$ cat src/rtl/pipe_ctrl_if.sv
// Handshake bundle between the upstream producer, pipe_ctrl and the downstream consumer.
// The slave modport is the pipeline's view; master is the producer/consumer side.
interface pipe_ctrl_if #(
  parameter int WIDTH = 64
);
  logic             in_valid;
  logic [WIDTH-1:0] in_data;
  logic             in_ready;
  logic             out_valid;
  logic [WIDTH-1:0] out_data;
  logic             out_ready;

  modport master (
    output in_valid, in_data, out_ready,
    input  in_ready, out_valid, out_data
  );

  modport slave (
    input  in_valid, in_data, out_ready,
    output in_ready, out_valid, out_data
  );
endinterface

$ cat src/rtl/pipe_ctrl.sv
// Linear pipeline controller: per-stage valid/payload registers with stall, flush,
// downstream back-pressure and saturating stall/flush performance counters.
module pipe_ctrl #(
  parameter int STAGES = 5,
  parameter int WIDTH  = 64,
  parameter int CNT_W  = 32
) (
  input  logic              clock,
  input  logic              reset,
  pipe_ctrl_if.slave        bus,
  input  logic [STAGES-1:0] stall_req,
  input  logic [STAGES-1:0] flush_req,
  output logic [STAGES-1:0] stage_valid,
  output logic [CNT_W-1:0]  stall_cnt,
  output logic [CNT_W-1:0]  flush_cnt
);

  localparam logic [CNT_W-1:0] CntOne = CNT_W'(1);

  logic [STAGES-1:0]             valid_q, valid_d;
  logic [STAGES-1:0][WIDTH-1:0]  data_q, data_d;
  logic [CNT_W-1:0]              stallCnt_q, stallCnt_d;
  logic [CNT_W-1:0]              flushCnt_q, flushCnt_d;

  logic [STAGES-1:0] flushEff;
  logic [STAGES-1:0] kill;
  logic [STAGES-1:0] effStall;
  logic [STAGES-1:0] hold;
  logic              killIn;
  logic              inReady;
  logic              outBlocked;

  // Kill flows toward younger stages, hold flows toward younger stages from any staller.
  always_comb begin : hazard
    logic killAcc;
    logic holdAcc;
    flushEff = flush_req & valid_q;
    killIn   = |flushEff;
    killAcc  = 1'b0;
    kill     = '0;
    for (int i = STAGES - 1; i >= 0; i--) begin
      kill[i] = killAcc;
      killAcc = killAcc | flushEff[i];
    end
    effStall   = stall_req & valid_q & ~kill;
    outBlocked = valid_q[STAGES-1] & ~bus.out_ready;
    holdAcc    = outBlocked;
    hold       = '0;
    for (int i = STAGES - 1; i >= 0; i--) begin
      holdAcc = holdAcc | effStall[i];
      hold[i] = holdAcc;
    end
    inReady = ~hold[0] & ~killIn;
  end

  always_comb begin : nextState
    valid_d = valid_q;
    data_d  = data_q;
    if (kill[0]) begin
      valid_d[0] = 1'b0;
    end else if (!hold[0]) begin
      valid_d[0] = bus.in_valid & inReady;
      data_d[0]  = bus.in_data;
    end
    // A stalled predecessor feeding a free stage leaves a bubble behind it.
    for (int i = 1; i < STAGES; i++) begin
      if (kill[i]) begin
        valid_d[i] = 1'b0;
      end else if (!hold[i]) begin
        valid_d[i] = valid_q[i-1] & ~effStall[i-1];
        data_d[i]  = data_q[i-1];
      end
    end

    stallCnt_d = stallCnt_q;
    if (bus.in_valid && !inReady && !(&stallCnt_q)) begin
      stallCnt_d = stallCnt_q + CntOne;
    end
    flushCnt_d = flushCnt_q;
    if (killIn && !(&flushCnt_q)) begin
      flushCnt_d = flushCnt_q + CntOne;
    end
  end

  always_ff @(posedge clock or posedge reset) begin
    if (reset) begin
      valid_q    <= '0;
      data_q     <= '0;
      stallCnt_q <= '0;
      flushCnt_q <= '0;
    end else begin
      valid_q    <= valid_d;
      data_q     <= data_d;
      stallCnt_q <= stallCnt_d;
      flushCnt_q <= flushCnt_d;
    end
  end

  assign bus.in_ready  = inReady;
  assign bus.out_valid = valid_q[STAGES-1] & ~effStall[STAGES-1];
  assign bus.out_data  = data_q[STAGES-1];
  assign stage_valid   = valid_q;
  assign stall_cnt     = stallCnt_q;
  assign flush_cnt     = flushCnt_q;

endmodule

$ cat src/flat_wrapper.sv
// flat-port wrapper written by rule: the top's interface ports become plain ports
module pipe_ctrl_flat 
#(
  parameter int STAGES = 5,
  parameter int WIDTH  = 64,
  parameter int CNT_W  = 32
)
  (clock, reset, stall_req, flush_req, stage_valid, stall_cnt, flush_cnt, bus_in_valid, bus_in_data, bus_out_ready, bus_in_ready, bus_out_valid, bus_out_data);
  pipe_ctrl_if #(.WIDTH(WIDTH)) bus_i ();
  input  logic clock;
  input  logic reset;
  input  logic [STAGES-1:0] stall_req;
  input  logic [STAGES-1:0] flush_req;
  output logic [STAGES-1:0] stage_valid;
  output logic [CNT_W-1:0] stall_cnt;
  output logic [CNT_W-1:0] flush_cnt;
  input wire logic [$bits(bus_i.in_valid)-1:0] bus_in_valid;
  input wire logic [$bits(bus_i.in_data)-1:0] bus_in_data;
  input wire logic [$bits(bus_i.out_ready)-1:0] bus_out_ready;
  output wire logic [$bits(bus_i.in_ready)-1:0] bus_in_ready;
  output wire logic [$bits(bus_i.out_valid)-1:0] bus_out_valid;
  output wire logic [$bits(bus_i.out_data)-1:0] bus_out_data;
  assign bus_i.in_valid = bus_in_valid;
  assign bus_i.in_data = bus_in_data;
  assign bus_i.out_ready = bus_out_ready;
  assign bus_in_ready = bus_i.in_ready;
  assign bus_out_valid = bus_i.out_valid;
  assign bus_out_data = bus_i.out_data;
  pipe_ctrl #(.STAGES(STAGES), .WIDTH(WIDTH), .CNT_W(CNT_W)) u_core (.clock(clock), .reset(reset), .bus(bus_i), .stall_req(stall_req), .flush_req(flush_req), .stage_valid(stage_valid), .stall_cnt(stall_cnt), .flush_cnt(flush_cnt));
endmodule
$ cat config.mk
export PLATFORM = sky130hd
export DESIGN_NAME = pipe_ctrl_flat
export DESIGN_NICKNAME = d
export VERILOG_FILES = /design/src/rtl/pipe_ctrl_if.sv /design/src/rtl/pipe_ctrl.sv /design/src/flat_wrapper.sv
export SDC_FILE = /design/constraint.sdc
export NUM_CORES = 1
export LEC_CHECK = 0
export ABC_AREA = 1
export BUFFER_PORTS_ARGS = -buffer_cell sky130_fd_sc_hd__buf_4
export CAP_MARGIN = 20
export CELL_PAD_IN_SITES_DETAIL_PLACEMENT = 0
export CELL_PAD_IN_SITES_GLOBAL_PLACEMENT = 2
export CORE_MARGIN = 5
export CORE_UTILIZATION = 33
export DETAILED_ROUTE_END_ITERATION = 16
export PLACE_DENSITY_LB_ADDON = 0.1
export SKIP_LAST_GASP = 1
export SYNTH_ARGS = -nofsm -noshare
export SYNTH_HDL_FRONTEND = slang
export SYNTH_SLANG_ARGS = --single-unit
$ cat constraint.sdc
create_clock -name clock -period 12.25 [get_ports clock]
set_input_delay 0.6125 -clock clock [delete_from_list [all_inputs] [get_ports clock]]
set_output_delay 0.6125 -clock clock [all_outputs]
set_load 0.03 [all_outputs]
==> metrics.md <==
| Metric | Value |
|---|---|
| Status | finished, final reports clean |
| FP Rows | 83 |
| Residual DRC | 0 |
| Place WS | 8070 ps |
| Synth top area cells | dfrtp_1, nand2_1, mux2_2 |
| Post-CTS Hold Buffers | 0 |
| Final setup fails | 0 |
| Mapped cell area | 0.0169 mm² |
| Fmax | 234 MHz |
| Sink Count | 389 |
| Slew @ Worst Pin | 1010 ps |
| Clk buf depth | 3 |
| Slew Viols, Final | 0 |
| Initial core utilization | 33.2% |
| FF/Latch Area | 0.00973 mm² |
| Die height | 237 µm |
| Gr ovfl total | 0 |
| Antenna-violating nets left | 0 |
| Routed wire per std cell | 16.0 µm |
| Relative slew slack | 32.8% |
| CTS tree | built |
| VDD IR-drop max | 0.121 mV |
| Layout fillers | 5,252 |
| Placed cell count | 2,595 |
| Synth warn | 0 |
| Synth top area share | 57.5% |
| Footprint of the multi-input gates | 0.00573 mm² |
| H-Tree Level Count | 2 |
| Final wirelength | 42,700 µm |
| Total GRT Usage | 15.2% |
| Post-DP HPWL | 28,100 µm |
| Setup Crit Path Kind | reg -> out |
| # Post-CTS Setup Buffers | 0 |
| Via density per instance | 4.48 |
| Slowest library cell on the worst path | buf_4 |
| Clk Latency, worst-skew pair | 570 ps |
| Global-route wire length before repair | 69,300 µm |
| Die Wd | 237 µm |
| P&R area growth vs syn | 19.3% |
| Commonest cells after routing, fill and taps aside | nand2_1, dfrtp_1, buf_4 |
| NumNets Final | 2,042 |
| Fin cells | 2,677 |
| Maxcap violations | 0 |
| Pwr dens | 283 mW/mm² |
| I/O pin cnt | 213 |
| Cell taking the most area after synthesis | dfrtp_1 |
| Final Hold Vio Count | 0 |
| Num CTS Buffers | 45 |
| Synth cell types | 29 |
| Vias | 12,002 |
| Post-cts sizing count | 0 |
| Root Driver | clkbuf_16 |
| Sequential share of the synthesized area | 57.5% |
| Antenna violations before repair | 4 |
| Critical Path AT | 3660 ps |
| Crit Reg-Reg Startpoint | u_core.stage_valid[4]$_DFFE_PP0N_ |
| Setup TNS | 0 ps |
| Final worst-path cycle share | 34.9% |
| Crit path time final | 4270 ps |
| CTS clk-pin slew, worst paths | 60 ps |
| Die area | 0.0560 mm² |
| Cells along the critical path | nand2_4 -> buf_4 -> nand3_2 -> nor2_4 -> nand3_2 -> inv_1 -> buf_4 |
| Fin Clk Skew | 24.1 ps |
| I/O Buffers | 212 |
| Mean Syn Cell Area | 9.23 µm² |
| Worst Hold Class | in -> async |
| CP startpoint | u_core.stage_valid[4]$_DFFE_PP0N_ |
| Setup crit end kind | primary output |
| Final setup margin | 7980 ps |
| Largest net degree at the start of global routing | 127 |
| FF+latch count, synth | 389 |
| Commonest non-fill, non-tap cell in the layout | nand2_1 |
| Routability congestion estimate | 0.810 |
| Initial drt markers | 858 |
| Crit-path max cell delay | 780 ps |
| Fraction of layout cells with a size suffix above 1 | 20.6% |
| P_leak | 9.70 nW |
| Worst Path Max Fanout | 68 |
| Drt pass-1 iters | 4 |
| Cells after Synth | 1,835 |
| Vias in the first global route | 12,043 |
| Post-Syn Nets | 1,915 |
| WP data required | 11,640 ps |
| RSZ-0062 raised after global routing | false |
| Crit start category | register |
| Core Area | 0.0511 mm² |
synth_stat cells (all sizes together):
| master | instances |
|---|---|
| nor2 | 185 |
| and2 | 1 |
| nor3 | 16 |
| buf | 123 |
| ha | 2 |
| dfrtp | 389 |
| xnor2 | 10 |
| xor2 | 13 |
| a22oi | 1 |
| a21oi | 104 |
| nand4 | 34 |
| mux2 | 92 |
| nand3 | 31 |
| o21ai | 150 |
| clkbuf | 19 |
| inv | 182 |
| nor3b | 1 |
| nand3b | 22 |
| nand2 | 460 |
worst max-delay path, delay by kind of cell (launching register included):
family,cells,cell delay (ps)
buf+inv,3,1240
flops,1,470
simple gates,4,1350
per-stage QoR:
stage / power, mW / cell area (µm²) / hold slack (ps) / util, %
4_1_cts: 5.86 / 20200 / 191 / 39.5
6_report: 5.72 / 20200 / 224 / 39.6
5_1_grt: 6.20 / 20200 / 196 / 39.5
3_3_place_gp: 4.38 / 18700 / 460 / 36.5
3_5_place_dp: 4.43 / 18700 / 467 / 36.5
2_1_floorplan: 3.92 / 16900 / 448 / -
registers in the layout, summed over array words and instances, names as in the netlist:
register             cells
u_core.data_q          256
u_core.stall_cnt        32
u_core.bus.out_data     64
u_core.stage_valid       5
u_core.flush_cnt        32
cell type report:
type / count / share of cell area, %
Antenna cell: 2 / 0.0248
Clock inverter: 15 / 1.05
Inverter: 182 / 3.42
Clock buffer: 65 / 6.54
Timing Repair Buffer: 222 / 8.25
Tap cell: 680 / 4.21
Sequential cell: 389 / 48.2
Multi-Input combinational cell: 1122 / 28.3
metal layers:
layer	track usage, %	vias to the layer above	wire, µm
met5	0	-	21
met4	3.62	4	855
met3	3.74	64	2080
met2	23.3	197	19100
met1	21.8	5692	20700
li1	-	6045	-
cells by family after synthesis:
family | after synthesis | share of synthesized area (%)
buffers and inverters | 324 | 9.09
AO/OA/AOI/OAI | 255 | 7.55
flip-flops | 389 | 57.5
AND/OR/NAND/NOR | 750 | 18.5
XOR/XNOR | 23 | 1.19
multiplexers | 92 | 6.11
adder cells (fa/ha/maj) | 2 | 0.148
power by group:
part | internal [mW] | total, mW | switching (mW)
Clock | 0.837 | 1.38 | 0.548
Combinational | 0.755 | 2.14 | 1.38
Sequential | 1.90 | 2.20 | 0.300
final timing paths:
check | end | cells after the start | slack (ps)
worst max-delay path | bus_in_ready | 7 | 7980
worst min-delay path | u_core.data_q[228]$_DFFE_PP0P_ | 2 | 220
worst max register to register | u_core.stall_cnt[13]$_DFFE_PP0P_ | 8 | 8500
worst min register to register | u_core.data_q[204]$_DFFE_PP0P_ | 2 | 480
max in group asynchronous | u_core.data_q[131]$_DFFE_PP0P_ | 4 | 9630
min in group clock | u_core.stage_valid[3]$_DFFE_PP0P_ | 2 | 240
Note: power is estimated with default switching activity, not from simulation.
